File: src/rtl/aximm_patgen_multi.sv
// -----------------------------------------------------------------------------
// aximm_patgen_multi
//
// Multi-lane, multi-mode data-pattern generator for the AXI-MM full examples.
// Each beat carries NUM_LANES words of DATA_WIDTH bits. Lane k is derived
// combinationally from a running base value:
//   mode 0 increment : base + k*step
//   mode 1 decrement : base - k*step
//   mode 2 rotate    : base rotated left by k
//   mode 3 constant  : base
// Seed, step, mode and beat count are captured on the start pulse. A beat is
// presented and transferred on every RUN cycle where the downstream FIFO is
// not full. The base then advances by one beat's worth of lanes.
//
// Optional feature (macro PATGEN_ERR_INJ_EN): adds input err_inj. A pulse
// arms a sticky flag that inverts bit 0 of lane 0 on the next transferred
// beat only. The base register is never corrupted.
//
// Ports:
//   clk            clock
//   rst_n          asynchronous active-low reset
//   start          single-cycle start pulse (ignored unless idle)
//   stop           abort request (wins over start when idle)
//   seed_in        initial base value
//   step_in        per-lane step, zero-extended
//   mode_in        pattern mode
//   patgen_cnt     beats to generate, 0 = run until stop
//   chkr_fifo_full downstream backpressure
//   err_inj        (PATGEN_ERR_INJ_EN only) single-beat error injection
//   pat_valid      beat presented and accepted this cycle
//   pat_data       beat data, lane k at [k*DATA_WIDTH +: DATA_WIDTH]
//   busy           generator is running
//   done           one-cycle pulse when the programmed count completes
// -----------------------------------------------------------------------------
module aximm_patgen_multi #(
  parameter int unsigned DATA_WIDTH = 40,
  parameter int unsigned NUM_LANES  = 4,
  parameter int unsigned CNT_WIDTH  = 8
) (
  input  logic                            clk,
  input  logic                            rst_n,
  input  logic                            start,
  input  logic                            stop,
  input  logic [DATA_WIDTH-1:0]           seed_in,
  input  logic [7:0]                      step_in,
  input  logic [1:0]                      mode_in,
  input  logic [CNT_WIDTH-1:0]            patgen_cnt,
  input  logic                            chkr_fifo_full,
`ifdef PATGEN_ERR_INJ_EN
  input  logic                            err_inj,
`endif
  output logic                            pat_valid,
  output logic [NUM_LANES*DATA_WIDTH-1:0] pat_data,
  output logic                            busy,
  output logic                            done
);

  localparam int unsigned BeatWidth = NUM_LANES * DATA_WIDTH;
  localparam int unsigned RotStep   = NUM_LANES % DATA_WIDTH;

  localparam logic [1:0] ModeInc   = 2'd0;
  localparam logic [1:0] ModeDec   = 2'd1;
  localparam logic [1:0] ModeRot   = 2'd2;
  localparam logic [1:0] ModeConst = 2'd3;

  typedef enum logic [1:0] {StIdle, StRun, StDone} state_e;

  state_e                 state_q, state_d;
  logic [DATA_WIDTH-1:0]  base_q, base_next;
  logic [7:0]             step_q;
  logic [1:0]             mode_q;
  logic [CNT_WIDTH-1:0]   count_q;
  logic [CNT_WIDTH-1:0]   beat_cnt_q;
  logic [BeatWidth-1:0]   last_q;
  logic [BeatWidth-1:0]   lanes;
  logic [BeatWidth-1:0]   beat;
  logic [DATA_WIDTH-1:0]  step_ext;
  logic [DATA_WIDTH-1:0]  beat_adv;
  logic                   launch;
  logic                   xfer;

  function automatic logic [DATA_WIDTH-1:0] rotl(input logic [DATA_WIDTH-1:0] x,
                                                 input int unsigned          amt);
    logic [2*DATA_WIDTH-1:0] dbl;
    dbl = {x, x} << (amt % DATA_WIDTH);
    return dbl[2*DATA_WIDTH-1 -: DATA_WIDTH];
  endfunction

  function automatic logic [DATA_WIDTH-1:0] lane_val(input logic [DATA_WIDTH-1:0] base,
                                                     input logic [DATA_WIDTH-1:0] off,
                                                     input logic [1:0]            mode,
                                                     input int unsigned           idx);
    logic [DATA_WIDTH-1:0] v;
    case (mode)
      ModeInc: v = base + off;
      ModeDec: v = base - off;
      ModeRot: v = rotl(base, idx);
      default: v = base;
    endcase
    return v;
  endfunction

  assign step_ext = DATA_WIDTH'(step_q);
  assign beat_adv = DATA_WIDTH'(NUM_LANES) * step_ext;

  for (genvar k = 0; k < NUM_LANES; k++) begin : g_lane
    localparam logic [DATA_WIDTH-1:0] LaneIdx = DATA_WIDTH'(k);
    logic [DATA_WIDTH-1:0] off;
    assign off = LaneIdx * step_ext;
    assign lanes[k*DATA_WIDTH +: DATA_WIDTH] = lane_val(base_q, off, mode_q, k);
  end

  always_comb begin
    base_next = base_q;
    case (mode_q)
      ModeInc:   base_next = base_q + beat_adv;
      ModeDec:   base_next = base_q - beat_adv;
      ModeRot:   base_next = rotl(base_q, RotStep);
      ModeConst: base_next = base_q;
      default:   base_next = base_q;
    endcase
  end

  // FSM next state and Moore/Mealy outputs.
  always_comb begin
    state_d   = state_q;
    launch    = 1'b0;
    pat_valid = 1'b0;
    busy      = 1'b0;
    done      = 1'b0;
    unique case (state_q)
      StIdle: begin
        if (start && !stop) begin
          state_d = StRun;
          launch  = 1'b1;
        end
      end
      StRun: begin
        busy      = 1'b1;
        pat_valid = !chkr_fifo_full;
        // Stop takes priority: abort without a done pulse even on the last beat.
        if (stop) begin
          state_d = StIdle;
        end else if (pat_valid && (count_q != '0) &&
                     (beat_cnt_q == count_q - CNT_WIDTH'(1))) begin
          state_d = StDone;
        end
      end
      StDone: begin
        done    = 1'b1;
        state_d = StIdle;
      end
      default: state_d = StIdle;
    endcase
  end

  assign xfer = pat_valid;

`ifdef PATGEN_ERR_INJ_EN
  logic err_armed_q, err_armed_d;

  // The flag only lives while running; an injection pulse on a transfer cycle
  // targets the following beat.
  always_comb begin
    beat    = lanes;
    beat[0] = lanes[0] ^ err_armed_q;
    if (state_d == StRun) begin
      err_armed_d = (err_armed_q && !xfer) || err_inj;
    end else begin
      err_armed_d = 1'b0;
    end
  end

  always_ff @(posedge clk or negedge rst_n) begin
    if (!rst_n) begin
      err_armed_q <= 1'b0;
    end else begin
      err_armed_q <= err_armed_d;
    end
  end
`else
  assign beat = lanes;
`endif

  // Last presented beat persists while stalled and after the run ends.
  assign pat_data = pat_valid ? beat : last_q;

  always_ff @(posedge clk or negedge rst_n) begin
    if (!rst_n) begin
      state_q <= StIdle;
    end else begin
      state_q <= state_d;
    end
  end

  always_ff @(posedge clk or negedge rst_n) begin
    if (!rst_n) begin
      base_q     <= '0;
      step_q     <= '0;
      mode_q     <= '0;
      count_q    <= '0;
      beat_cnt_q <= '0;
      last_q     <= '0;
    end else if (launch) begin
      base_q     <= seed_in;
      step_q     <= step_in;
      mode_q     <= mode_in;
      count_q    <= patgen_cnt;
      beat_cnt_q <= '0;
    end else if (xfer) begin
      base_q     <= base_next;
      beat_cnt_q <= beat_cnt_q + CNT_WIDTH'(1);
      last_q     <= beat;
    end
  end

endmodule

File: config.mk
export PLATFORM = sky130hd
export DESIGN_NAME = aximm_patgen_multi
export DESIGN_NICKNAME = d
export VERILOG_FILES = /design/src/rtl/aximm_patgen_multi.sv
export SDC_FILE = /design/constraint.sdc
export NUM_CORES = 1
export LEC_CHECK = 0
export BUFFER_PORTS_ARGS = -buffer_cell sky130_fd_sc_hd__clkbuf_2
export CAP_MARGIN = 20
export CORE_AREA = 2 2 206 258
export CTS_BUF_LIST = sky130_fd_sc_hd__clkbuf_16
export DETAILED_ROUTE_END_ITERATION = 6
export DIE_AREA = 0 0 208 260
export PLACE_DENSITY = 0.63
export SLEW_MARGIN = 10
export SYNTH_ARGS = -nofsm -noshare
export SYNTH_HDL_FRONTEND = slang
export SYNTH_SLANG_ARGS = --single-unit
File: constraint.sdc
create_clock -name clk -period 8.78 [get_ports clk]
set_input_delay 0.439 -clock clk [delete_from_list [all_inputs] [get_ports clk]]
set_output_delay 0.439 -clock clk [all_outputs]
set_load 0.02 [all_outputs]
==> results.json <==
{
  "globalRouteMet1Util_pct": 36.86,
  "hold_viol": 0,
  "irDropWorstVdd_mv": 0.1678,
  "use_met2_pct": 46.36,
  "vias": 20830,
  "synth.distinct_cells": 86,
  "power_switching_share_pct": 54.09,
  "n_antenna_cell": 0,
  "slew_headroom_pct": 29.34,
  "grt_max_degree": 121,
  "whs_ns": 0.03685,
  "final_nets": 3039,
  "synth_edf_count": 0,
  "grt_util_all_layers_pct": 27.79,
  "ant_nets": 0,
  "grt_pass1_vias": 20060,
  "cp_max_fo": 8,
  "layout_commonest_cell": "nand2_1",
  "grtUsageMet3_pct": 3.864,
  "core_area_um2": 51430,
  "cts.sinks": 228,
  "hold_class": "input port to register",
  "rsz0062_at_grt": "false",
  "yosys_warnings": 0,
  "power_frac_comb_pct": 69.4,
  "clkSlewWorstSetupHoldPaths_ns": 0.06,
  "post_cts_buffers": 0,
  "leakage_uw": 0.01090,
  "synth_top_area_share_pct": 27.92,
  "synth_area_leaders": "dfrtp_1, ha_1, o21ai_0",
  "maxCapViolCount": 0,
  "arrival_ns": 6.74,
  "clockPowerShare_pct": 12.1,
  "cts_resized": 0,
  "num_rows": 93,
  "antenna_found_initial": 0,
  "dpl.hpwl_um": 57710,
  "synth_seq_cells": 228,
  "die_x_um": 208,
  "synth_ff_type": "dfrtp_1",
  "max_freq_ghz": 0.1393,
  "syn_area_um2": 20430,
  "clkLatencyLatePin_ns": 0.59,
  "ctsHoldBuffers": 1,
  "worstMarginPinSlew_ns": 1.033,
  "grt_busiest_layer": "met2",
  "required_ns": 8.34,
  "wl_per_cell_um": 22.23,
  "cts.path.max_buffers": 3,
  "slew_violations": 0,
  "wl_um": 77410,
  "ys_seq_area_share_pct": 27.92,
  "drc_errors": 0,
  "cts_tree": "done",
  "r2r_setup_slack_ns": 2.91,
  "period_needed_ns": 7.179,
  "dr.first_iter.drc_count": 1531,
  "dr.pass1.iters": 5,
  "fin_cells": 3483,
  "worstSetupStartpointType": "register",
  "synthesis.nets": 2894,
  "timing.setup.tns_ns": 0,
  "via_per_inst": 5.980,
  "syn_avg_cell_area_um2": 7.708,
  "ios": 226,
  "async_flop_share_pct": 100.0,
  "cts_buffers": 28,
  "layout_common_cells": "nand2_1, o21ai_0, a21oi_1, dfrtp_1, clkbuf_2",
  "path_class": "register to output pin",
  "drive_gt1_share_pct": 12.31,
  "grt-ovfl-total": 0,
  "initial_core_util_pct": 39.73,
  "place_congestion": 0.9807,
  "cp-end-kind": "output pin",
  "cts_max_level": 1,
  "die_h_um": 260,
  "syn2layout_area_growth_pct": 13.45,
  "grt_pass1_wl_um": 118100,
  "setup_violations": 0,
  "clock_skew_ns": 0.01163,
  "p_per_area_nw_per_um2": 477.7,
  "dpl.cell_count": 3430,
  "synth_largest_area_cell": "dfrtp_1",
  "cts_root_buf": "clkbuf_16",
  "status": "finished, final reports clean",
  "p_seq_share_pct": 18.4,
  "period_share_pct": 81.76,
  "portBuffers": 225,
  "die-area_um2": 54080,
  "p_int_uw": 5084,
  "syn-instance-count": 2651,
  "netSwitchingPower_uw": 5990
}
layer usage:
layer  wire, um  up-vias
li1           -     9948
met1      33460     9922
met2      35930      810
met3       5277      148
met4       2741        0
met5          0        -
final cells by class:
cell class | count | area (um^2)
repair buffers | 257 | 1379
well taps | 665 | 832.0
clock inverters | 24 | 351.6
flip-flops and latches | 228 | 5710
multi-input cells | 2226 | 14000
fillers | 5208 | 28250
inverters | 55 | 207.7
clock buffers | 28 | 700.7
power groups by stage:
stage               registers (uW)  clock network, uW  logic (uW)
finish                        2040               1340        7690
global placement              2040                  0        7500
global route                  2080               1410        8410
CTS                           2030               1370        7590
floorplan                     1770                  0        5390
detailed placement            2050                  0        7550
sequential cells by signal, summed over array words and instances, names as in the netlist:
register,count
last_q,160
base_q,40
beat_cnt_q,8
count_q,8
step_q,8
mode_q,2
state_q,2
per-stage QoR:
stage	utilization (%)	worst slack (ns)	instance area, um^2	power (uW)
floorplan	-	3.082	20430	7161
global placement	43.01	2.279	22120	9532
detailed placement	43.01	2.268	22120	9597
CTS	45.07	1.613	23180	10990
global route	45.07	1.156	23180	11900
finish	45.07	1.601	23180	11070
cells in the mapped netlist (6+ instances only):
cell	instances
a211oi_1	18
o21ai_0	380
dfrtp_1	228
o31ai_1	18
a31oi_1	41
a22oi_1	8
or3_1	7
xnor2_1	102
o32a_1	6
and3_1	23
ha_1	175
nand4_1	29
o21a_1	28
o22ai_1	14
o22a_1	9
nor4_1	11
nor3_1	27
nand3_1	79
xor2_1	64
nand2_1	436
a21oi_1	251
nand3b_1	27
and2_1	8
o21bai_1	20
a221oi_1	13
buf_1	12
and4_1	6
a21o_1	79
nand2b_1	49
o211ai_1	22
inv_1	54
nor2_1	106
mux2i_1	8
o221a_2	8
nor2b_1	37
o21ai_1	8
clkbuf_1	123
critical path, cell delays in order, from the launching register on:
cell and delay [ns]:
dfrtp_1 0.48, ha_1 0.30, fa_1 0.44, a21o_1 0.19
a21oi_1 0.19, xnor2_1 0.13, nor2_1 0.10, nand4_1 0.12
or2_2 0.36, o31ai_1 0.62, ha_1 0.43, a21o_1 0.21
a21o_1 0.16, a21o_1 0.19, a221o_1 0.37, nor3_1 0.19
a21oi_2 0.14, a21oi_1 0.27, o21ai_0 0.17, or4_4 0.50
a41oi_1 0.33, clkbuf_2 0.23
logic make-up after synthesis:
kind of cell | Yosys count | share of synthesized area, %
adders and majority gates | 180 | 11.21
and+or+nand+nor | 873 | 19.95
AOI/OAI and AO/OA | 995 | 29.49
DFF | 228 | 27.92
xor gates and xnor gates | 166 | 7.115
buffers and inverters | 197 | 3.705
muxes | 12 | 0.6123
final timing paths:
| path | end | start | cells past startpoint |
|---|---|---|---|
| max | pat_data[159] | step_q[0] | 21 |
| min | count_q[6] | patgen_cnt[6] | 3 |
| max reg2reg | last_q[159] | step_q[0] | 20 |
| min reg2reg | last_q[154] | last_q[154] | 2 |
| max in group asynchronous | last_q[83] | rst_n | 4 |
| min in group asynchronous | beat_cnt_q[3] | rst_n | 2 |
No activity file was read; power rests on OpenSTA's default activity.
